File: config.mk
export PLATFORM = sky130hd
export DESIGN_NAME = mips_multicycle_core
export DESIGN_NICKNAME = d
export VERILOG_FILES = /design/src/rtl/mips_multicycle_core.sv
export SDC_FILE = /design/constraint.sdc
export NUM_CORES = 2
export LEC_CHECK = 0
export CAP_MARGIN = 40
export CORE_ASPECT_RATIO = 0.5
export CORE_MARGIN = 5
export CORE_UTILIZATION = 35
export CTS_CLUSTER_DIAMETER = 120
export DETAILED_ROUTE_END_ITERATION = 10
export GPL_TIMING_DRIVEN = 1
export PLACE_DENSITY = 0.53
export SLEW_MARGIN = 10
export SYNTH_ARGS = -nofsm -noshare
export SYNTH_HDL_FRONTEND = slang
export SYNTH_SLANG_ARGS = --single-unit
File: constraint.sdc
create_clock -name CLK -period 4.2 [get_ports CLK]
set_input_delay 0.63 -clock CLK [delete_from_list [all_inputs] [get_ports CLK]]
set_output_delay 0.63 -clock CLK [all_outputs]
set_load 0.005 [all_outputs]
File: src/rtl/mips_multicycle_core.sv
// mips_multicycle_core
// Multicycle MIPS subset core (add, sub, and, or, slt, addi, lw, sw, beq, bne, j)
// with a single request/ready memory port shared by instruction fetch and data access.
//
// Parameters
//   RESET_PC  byte address loaded into pc on reset (truncated to ADDR_W)
//   ADDR_W    width of pc and mem_addr, 8..32
//
// Ports
//   CLK        clock, all state updates on the rising edge
//   rst        synchronous active-high reset
//   mem_req    memory request valid (FETCH or MEM state, suppressed while rst=1)
//   mem_we     1 = store, 0 = load/fetch
//   mem_addr   word-aligned byte address
//   mem_wdata  store data
//   mem_rdata  load/fetch data, valid when mem_ready=1
//   mem_ready  completes the pending request in this cycle
//   pc         current program counter
//   state      FETCH=0 DECODE=1 EXEC=2 MEM=3 WB=4 TRAP=5
//   trap       high while in TRAP
//
// Optional feature (macro MIPS_MC_PERF_EN)
//   cycle_cnt  cycles spent outside reset and TRAP
//   instret    retired instructions

module mips_multicycle_core #(
    parameter logic [31:0] RESET_PC = 32'd0,
    parameter int unsigned ADDR_W   = 32
) (
    input  logic              CLK,
    input  logic              rst,
    output logic              mem_req,
    output logic              mem_we,
    output logic [ADDR_W-1:0] mem_addr,
    output logic [31:0]       mem_wdata,
    input  logic [31:0]       mem_rdata,
    input  logic              mem_ready,
    output logic [ADDR_W-1:0] pc,
    output logic [2:0]        state,
    output logic              trap
`ifdef MIPS_MC_PERF_EN
    ,
    output logic [31:0]       cycle_cnt,
    output logic [31:0]       instret
`endif
);

    typedef enum logic [2:0] {
        S_FETCH  = 3'd0,
        S_DECODE = 3'd1,
        S_EXEC   = 3'd2,
        S_MEM    = 3'd3,
        S_WB     = 3'd4,
        S_TRAP   = 3'd5
    } state_t;

    localparam logic [5:0] OP_RTYPE = 6'd0;
    localparam logic [5:0] OP_J     = 6'd2;
    localparam logic [5:0] OP_BEQ   = 6'd4;
    localparam logic [5:0] OP_BNE   = 6'd5;
    localparam logic [5:0] OP_ADDI  = 6'd8;
    localparam logic [5:0] OP_LW    = 6'd35;
    localparam logic [5:0] OP_SW    = 6'd43;

    localparam logic [5:0] FN_ADD = 6'h20;
    localparam logic [5:0] FN_SUB = 6'h22;
    localparam logic [5:0] FN_AND = 6'h24;
    localparam logic [5:0] FN_OR  = 6'h25;
    localparam logic [5:0] FN_SLT = 6'h2A;

    localparam logic [ADDR_W-1:0] PC_STEP = ADDR_W'(4);

    state_t      st;
    logic [31:0] ir;
    logic [31:0] a;
    logic [31:0] b;
    logic [31:0] mdr;
    logic [31:0] alu_out;
    logic [31:0] rf [32];

    // Instruction fields
    logic [5:0]  opcode;
    logic [4:0]  rs;
    logic [4:0]  rt;
    logic [4:0]  rd;
    logic [5:0]  funct;
    logic [31:0] imm_sext;
    logic [25:0] target;

    assign opcode   = ir[31:26];
    assign rs       = ir[25:21];
    assign rt       = ir[20:16];
    assign rd       = ir[15:11];
    assign funct    = ir[5:0];
    assign imm_sext = {{16{ir[15]}}, ir[15:0]};
    assign target   = ir[25:0];

    logic is_rtype, is_j, is_beq, is_bne, is_addi, is_lw, is_sw;
    logic funct_ok, decode_ok;

    always_comb begin
        is_rtype  = (opcode == OP_RTYPE);
        is_j      = (opcode == OP_J);
        is_beq    = (opcode == OP_BEQ);
        is_bne    = (opcode == OP_BNE);
        is_addi   = (opcode == OP_ADDI);
        is_lw     = (opcode == OP_LW);
        is_sw     = (opcode == OP_SW);
        funct_ok  = (funct == FN_ADD) || (funct == FN_SUB) || (funct == FN_AND) ||
                    (funct == FN_OR)  || (funct == FN_SLT);
        decode_ok = (is_rtype && funct_ok) || is_j || is_beq || is_bne ||
                    is_addi || is_lw || is_sw;
    end

    // Register file read ports; r0 is forced to zero on read as well as never written
    logic [31:0] rf_a, rf_b;
    assign rf_a = (rs == 5'd0) ? 32'd0 : rf[rs];
    assign rf_b = (rt == 5'd0) ? 32'd0 : rf[rt];

    // Datapath
    logic [31:0]       alu_r;
    logic [31:0]       ea;
    logic              br_taken;
    logic [31:0]       br_off;
    logic [ADDR_W-1:0] br_target;
    logic [31:0]       pc_ext;
    logic [31:0]       j_full;
    logic [ADDR_W-1:0] j_target;
    logic [4:0]        wb_dest;
    logic [31:0]       wb_val;

    always_comb begin
        alu_r = '0;
        case (funct)
            FN_ADD:  alu_r = a + b;
            FN_SUB:  alu_r = a - b;
            FN_AND:  alu_r = a & b;
            FN_OR:   alu_r = a | b;
            FN_SLT:  alu_r = ($signed(a) < $signed(b)) ? 32'd1 : 32'd0;
            default: alu_r = '0;
        endcase
    end

    assign ea        = a + imm_sext;
    assign br_taken  = (is_beq && (a == b)) || (is_bne && (a != b));
    assign br_off    = {imm_sext[29:0], 2'b00};
    assign br_target = pc + br_off[ADDR_W-1:0];
    // Upper pc bits only survive when ADDR_W > 28; zero-extending first keeps one
    // expression valid across the whole ADDR_W range.
    assign pc_ext    = 32'(pc);
    assign j_full    = {pc_ext[31:28], target, 2'b00};
    assign j_target  = j_full[ADDR_W-1:0];
    assign wb_dest   = is_rtype ? rd : rt;
    assign wb_val    = is_lw ? mdr : alu_out;

    always_ff @(posedge CLK) begin
        if (rst) begin
            st      <= S_FETCH;
            pc      <= RESET_PC[ADDR_W-1:0];
            ir      <= '0;
            a       <= '0;
            b       <= '0;
            mdr     <= '0;
            alu_out <= '0;
            for (int unsigned i = 0; i < 32; i++) begin
                rf[i] <= '0;
            end
        end else begin
            case (st)
                S_FETCH: begin
                    if (mem_ready) begin
                        ir <= mem_rdata;
                        pc <= pc + PC_STEP;
                        st <= S_DECODE;
                    end
                end
                S_DECODE: begin
                    a  <= rf_a;
                    b  <= rf_b;
                    st <= decode_ok ? S_EXEC : S_TRAP;
                end
                S_EXEC: begin
                    if (is_rtype) begin
                        alu_out <= alu_r;
                        st      <= S_WB;
                    end else if (is_addi) begin
                        alu_out <= ea;
                        st      <= S_WB;
                    end else if (is_lw || is_sw) begin
                        alu_out <= ea;
                        st      <= (ea[1:0] != 2'b00) ? S_TRAP : S_MEM;
                    end else if (is_beq || is_bne) begin
                        if (br_taken) begin
                            pc <= br_target;
                        end
                        st <= S_FETCH;
                    end else if (is_j) begin
                        pc <= j_target;
                        st <= S_FETCH;
                    end else begin
                        st <= S_TRAP;
                    end
                end
                S_MEM: begin
                    if (mem_ready) begin
                        if (is_lw) begin
                            mdr <= mem_rdata;
                            st  <= S_WB;
                        end else begin
                            st <= S_FETCH;
                        end
                    end
                end
                S_WB: begin
                    if (wb_dest != 5'd0) begin
                        rf[wb_dest] <= wb_val;
                    end
                    st <= S_FETCH;
                end
                S_TRAP: st <= S_TRAP;
                default: st <= S_TRAP;
            endcase
        end
    end

    // Memory port is a pure decode of the state register. mem_req is also gated
    // by rst so that the request disappears while reset is held and reappears in
    // the very first cycle after release.
    assign mem_req   = !rst && ((st == S_FETCH) || (st == S_MEM));
    assign mem_we    = (st == S_MEM) && is_sw;
    assign mem_addr  = (st == S_MEM) ? alu_out[ADDR_W-1:0] : pc;
    assign mem_wdata = b;
    assign state     = st;
    assign trap      = (st == S_TRAP);

`ifdef MIPS_MC_PERF_EN
    // Retirement happens in the last state an instruction visits.
    logic retire;
    assign retire = (st == S_WB) ||
                    ((st == S_EXEC) && (is_beq || is_bne || is_j)) ||
                    ((st == S_MEM) && mem_ready && is_sw);

    always_ff @(posedge CLK) begin
        if (rst) begin
            cycle_cnt <= '0;
            instret   <= '0;
        end else begin
            if (st != S_TRAP) begin
                cycle_cnt <= cycle_cnt + 32'd1;
            end
            if (retire) begin
                instret <= instret + 32'd1;
            end
        end
    end
`endif

endmodule

**After elaboration in Yosys (flattened, before gate mapping)**

Memories as Yosys holds them, arrays and structs flattened. A register that Yosys moved wholly into a read port is not among the register bits.
Cells that the tools add are included.

- Shift operators: 0
- Eq/ne operators: 27
- Multipliers: 0
- Reduce and logical (&&, ||, !) cells: 35
- $add $sub $neg: 5
- Divide/modulo/power cells: 0
- $lt $le $gt $ge: 1
- Mux-type cells: 42
- Bitwise operators: 2

Operators with widths:

| kind | count |
|---|---|
| 2-to-1 mux 32 bit | 14 |
| case mux 32 bit (5 select lines) | 1 |
| adder 32 bit | 3 |
| case mux 32 bit (2 select lines) | 1 |
| equality test 6 bit, second input constant | 7 |
| adder 32 x 3 -> 32 bit, second input constant | 1 |
| bitwise AND 32 bit | 1 |
| equality test 32 bit | 1 |
| less-than comparator 32 bit | 1 |
| != test 32 bit | 1 |
| bitwise OR 32 bit | 1 |
| OR reduction 32 bit | 1 |
| subtractor 32 bit | 1 |
| 2-to-1 mux 3 bit | 10 |
| 2-to-1 mux 5 bit | 6 |
| 2-to-1 mux 28 bit | 1 |
| case mux 3 bit (5 select lines) | 1 |
| logical OR 1 bit | 14 |
| != test 2 bit, second input constant | 7 |
| AND reduction 7 bit | 2 |
| equality test 6 x 3 -> 1 bit, second input constant | 2 |
| logical NOT 5 bit | 2 |
| 2-to-1 mux 1 bit | 8 |
| equality test 3 x 2 -> 1 bit, second input constant | 2 |
| 14 further kinds | 23 |

- Memories kept: 1
- RAM bits: 1,024
- Bits in latches: 0
- Output and inout bits: 102
- Bits in read-only memories: 0
- Input bits: 35
- Word-level logic and storage cells: 121
- Flip-flop bits (word level): 195

Memory list:

| memory | words | width | read ports | clocked after Yosys merged registers in | write ports | line | text |
|---|---|---|---|---|---|---|---|
| rf | 32 | 32 | 2 | 2 | 32 | 79 | `logic [31:0] rf [32];` |

**Logic depth before layout (Yosys ltp)**

- Depth after elaboration: 14
- Gate-level depth with buffers: 15
- Depth with buffers taken out: 14

**Worst setup path before layout**

No wires, ideal clock.

- Path kind: register to register
- From: register ir[15]
- To: register alu_out[30]
- Slack: 0.720 ns
- Path buffers: 0
- Library setup time: 0.079 ns
- Period minus slack after synthesis: 3.480 ns
- Data arrival time: 3.400 ns
- Data required time: 4.121 ns
- Stages on the path, launching flop included: 13
- Cells stage by stage: dfxtp_1 > ha_1 > a21o_1 > a21o_1 > a2111oi_2 > nor3_1 > nor4_4 > nor3b_2 > a41o_1 > a221oi_2 > xnor2_1 > a21oi_2 > a211oi_2

- Cells in the longest elaborated chain, start to end: 4

RTL lines:

| item | line | text |
|---|---|---|
| start: declaration | 74 | `logic [31:0] ir;` |
| start signal: assignment | 172 | `ir <= mem_rdata;` |
| adder 32 bit * | 144 | `assign ea = a + imm_sext;` |
| 2-to-1 mux 32 bit | 189 | `end else if (is_lw \|\| is_sw) begin` |
| 2-to-1 mux 32 bit * | 186 | `end else if (is_addi) begin` |
| 2-to-1 mux 32 bit * | 183 | `if (is_rtype) begin` |
| end signal: assignment | 184 | `alu_out <= alu_r;` |
| end: declaration | 78 | `logic [31:0] alu_out;` |

Every way passes the cells marked *; elsewhere a longest branch is shown, timed or not. The select of a mux whose other input is x is not followed.
A chain may end at the register's enable or synchronous reset.

**Final worst setup path**

- From: register a[4]
- To: register alu_out[27]

- Cells in the longest elaborated chain, start to end: 4
- Elaborated cells on any way between the ends: 7
- Classes of those cells: add/sub: 3; mux: 4

RTL lines:

| item | line | text |
|---|---|---|
| start: declaration | 75 | `logic [31:0] a;` |
| start signal: assignment | 178 | `a <= rf_a;` |
| adder 32 bit | 144 |  |
| 2-to-1 mux 32 bit | 189 |  |
| 2-to-1 mux 32 bit | 186 |  |
| 2-to-1 mux 32 bit * | 183 |  |

Marked as above.

==> results by group <==
Setup path
  – CP Depth: 13
  – R2R Setup Slk: between 0.2 and 0.3 ns
  – Worst-path cell chain: inv_1, ha_1, nor2_1, o311ai_1, a31oi_1, a21oi_1, o41ai_1, a21oi_1, o21a_1, o21ai_1, xnor2_1, o221ai_1, a22o_1
  – Type of origin of the critical path: flop
  – Crit path capture type: flop
  – Worst Path Required: between 4 and 5 ns
  – Slowest-stage cell, CP: o41ai_1
  – Worst path max stage delay: roughly 0.53 ns
  – Crit path max-delay family: compound AO/OA/AOI/OAI gates
  – Worst r2r src: a[4]
  – Reg2reg end: alu_out[27]
  – Critical Path End: alu_out[27]
  – Worst Setup SP: a[4]
  – Buf/Inv on CP: 1
  – Worst Path Arrival: 4.57 ns
  – Most used cell, CP: a21oi_1
  – Largest fanout on the critical path: 8
  – Reg2reg path depth: 13
  – Critical path class: reg2reg

Clock network
  – CTS Sinks: 1227
  – Clock slew at reported path FFs: about 0.070 ns
  – Post-CTS Setup Inserts: 0
  – Worst-Skew Late Latency: 0.80 ns
  – Clock Tree Root: clkbuf_16
  – Maximum root-to-sink buffer count: 3
  – Hold-fix buffers, CTS: 0
  – H-tree depth: 4
  – CTS resizes: 0
  – TritonCTS buffer count: about 130
  – CTS tree: built

Final layout
  – Syn-to-layout area delta: 16.0%
  – Share of layout cells above drive strength 1: 22.6%
  – Final #Nets: 5817
  – Layout fillers: roughly 18k
  – Layout Utilization: roughly 41%

Power
  – Leak: between 0.02 and 0.03 uW
  – PD cells: 420 nW/um^2
  – Max IR drop VDD: between 400 and 500 uV

Timing
  – Max_slew headroom: 38.0%
  – Final worst path period share: around 93%
  – Setup TNS: 0 ns
  – Final hold vios: 0
  – RSZ-0062 raised after global routing: no
  – Final setup fails: 0
  – Clock skew: 0.0352 ns
  – Worst-margin pin slew: 0.911 ns
  – Final min period: 3.90 ns
  – Achievable Freq: 256 MHz
  – Final Max Slew Viols: 0

Synth
  – Yosys warnings: 0
  – Synthesized area: between 60000 and 70000 um^2
  – EDFF count, synth: 1024
  – Area contributors post-synth: edfxtp_1 (45%), mux4_2 (21%), nor2_1 (7.3%)
  – Synthesized instance count: 5481
  – Most frequent cell after synthesis: nor2_1
  – Main synth FF type: edfxtp_1
  – Avg Inst Size Synth: between 10 and 15 um^2
  – #FFs+latches synth: 1227
  – Ys async rst share: 0%
  – Count of different cell masters after synthesis: 92
  – Largest area contributor in the netlist: edfxtp_1
  – Commonest cells post-synth: nor2_1 (1315), edfxtp_1 (1024), mux4_2 (640)
  – Area share of the largest cell type after synthesis: 45.2%
  – Sequential area share after synthesis: 51.1%

Global routing
  – Largest net degree at the start of global routing: 133
  – Vias in the first global route: ~49k
  – GR Util All Layers: 26.0%
  – Initial antenna violation count: 13
  – Grt total ovfl: 0
  – First-pass GRT wire length: 376 mm

Routing
  – DRT antenna net count: 0
  – Starting DRT DRC Count: between 7k and 8k
  – DRT Pass-1 Iters: 8
  – Overall via count from detail_route: 50.9k
  – DR WL/cell: 32.3 um
  – Vias/cell: 6.12
  – Final wirelength: 269 mm
  – DRC viols: 0

Floorplan
  – Die X: 634 um
  – Chip height: 322 um
  – Die area: 204000 um^2
  – Core area: between 150000 and 200000 um^2
  – Std-Cell Rows: 114
  – Initial Utilization: between 30% and 40%
  – Number of I/O pins: 137

Run
  – Max-cap violations: 0

Hold path
  – Worst Hold Class: in2reg

Placement
  – Port Buf Inserts: around 130
  – Hpwl dp: roughly 180 mm
  – Placer Congestion: roughly 0.95

Run status
  – Status: finished clean
==> power breakdown <==
group          switching (uW)  internal (uW)  leakage, uW  total, uW
sequential                538          13600       0.0122      14200
combinational            4430           3040       0.0117       7470
clock                    5240           6250      0.00200      11500
total                   10200          22900       0.0259      33100
==> worst min path at each step <==
stage	from	cells after the start	end	slack [ns]
CTS	rst	2	mdr[31]	0.16
global route	rst	2	mdr[21]	0.19
global placement	ir[3]	2	ir[3]	0.45
floorplan	mdr[0]	2	mdr[0]	0.44
detailed placement	ir[3]	2	ir[3]	0.45
finish	rst	2	mdr[31]	0.20
==> stage by stage <==
step	hold slack (ns)	power, uW	cells	instance area [um^2]	worst slack (ns)
2_1_floorplan	0.436	18500	5514	68200	0.720
3_3_place_gp	0.445	21600	8063	74400	0.394
3_5_place_dp	0.450	21700	8082	74800	0.354
4_1_cts	0.155	33100	8315	78900	0.322
5_1_grt	0.189	34200	8316	78900	0.0767
6_report	0.195	33100	8317	78900	0.297
==> layer usage <==
metal  vias to the layer above  wire length [um]  track usage (%)
met5                         -                36                0
met4                         6             10300             9.15
met3                       527             32200             6.78
met2                      3255            120000             39.5
met1                     26400            107000             36.1
li1                      20700                 -                -
==> layout make-up <==
type,count,area [um^2],area share [%]
Sequential cell,1227,34800,44.1
Tap cell,2610,3270,4.14
Multi-Input combinational cell,3693,31700,40.2
Timing Repair Buffer,447,4590,5.82
Clock inverter,65,574,0.727
Inverter,105,394,0.499
Antenna cell,2,5.00,0.00634
Clock buffer,168,3520,4.46
==> cell usage in the layout (no fill, tap or decap), drive strengths merged, types with 58 or more instances in the layout <==
master         Yosys  layout
nor2            1315    1315
edfxtp          1024    1024
mux4             640     640
nand2            346     346
buf               88     314
a21oi            292     292
dfxtp            203     203
ha               172     172
clkbuf           401     168
clkdlybuf4s50      0     133
inv              105     112
mux2i            110     110
o21ai            105     105
nor3              67      67
xnor2             58      58
==> sequential cells by signal (all words and copies together), names as in the netlist, named ones only <==
signal     flops
rf          1024
alu_out       32
mdr           32
ir            32
pc            30
mem_wdata     32
a             32
state          3
==> cells by family after synthesis <==
family,share of synthesized area (%)
AO/OA/AOI/OAI,6.64
XOR/XNOR,1.06
adder cells (fa/ha/maj),3.28
buffers and inverters,3.32
flip-flops,51.1
multiplexers,22.8
other,0.00551
AND/OR/NAND/NOR,11.8
==> worst reg2reg max path, stage by stage, from the launching register on <==
cell      delay [ns]
dfxtp_1         0.47
inv_1           0.08
ha_1            0.42
nor2_1          0.23
o311ai_1        0.16
a31oi_1         0.45
a21oi_1         0.18
o41ai_1         0.53
a21oi_1         0.26
o21a_1          0.31
o21ai_1         0.16
xnor2_1         0.15
o221ai_1        0.14
a22o_1          0.22
Note: power is estimated with default switching activity, not from simulation.
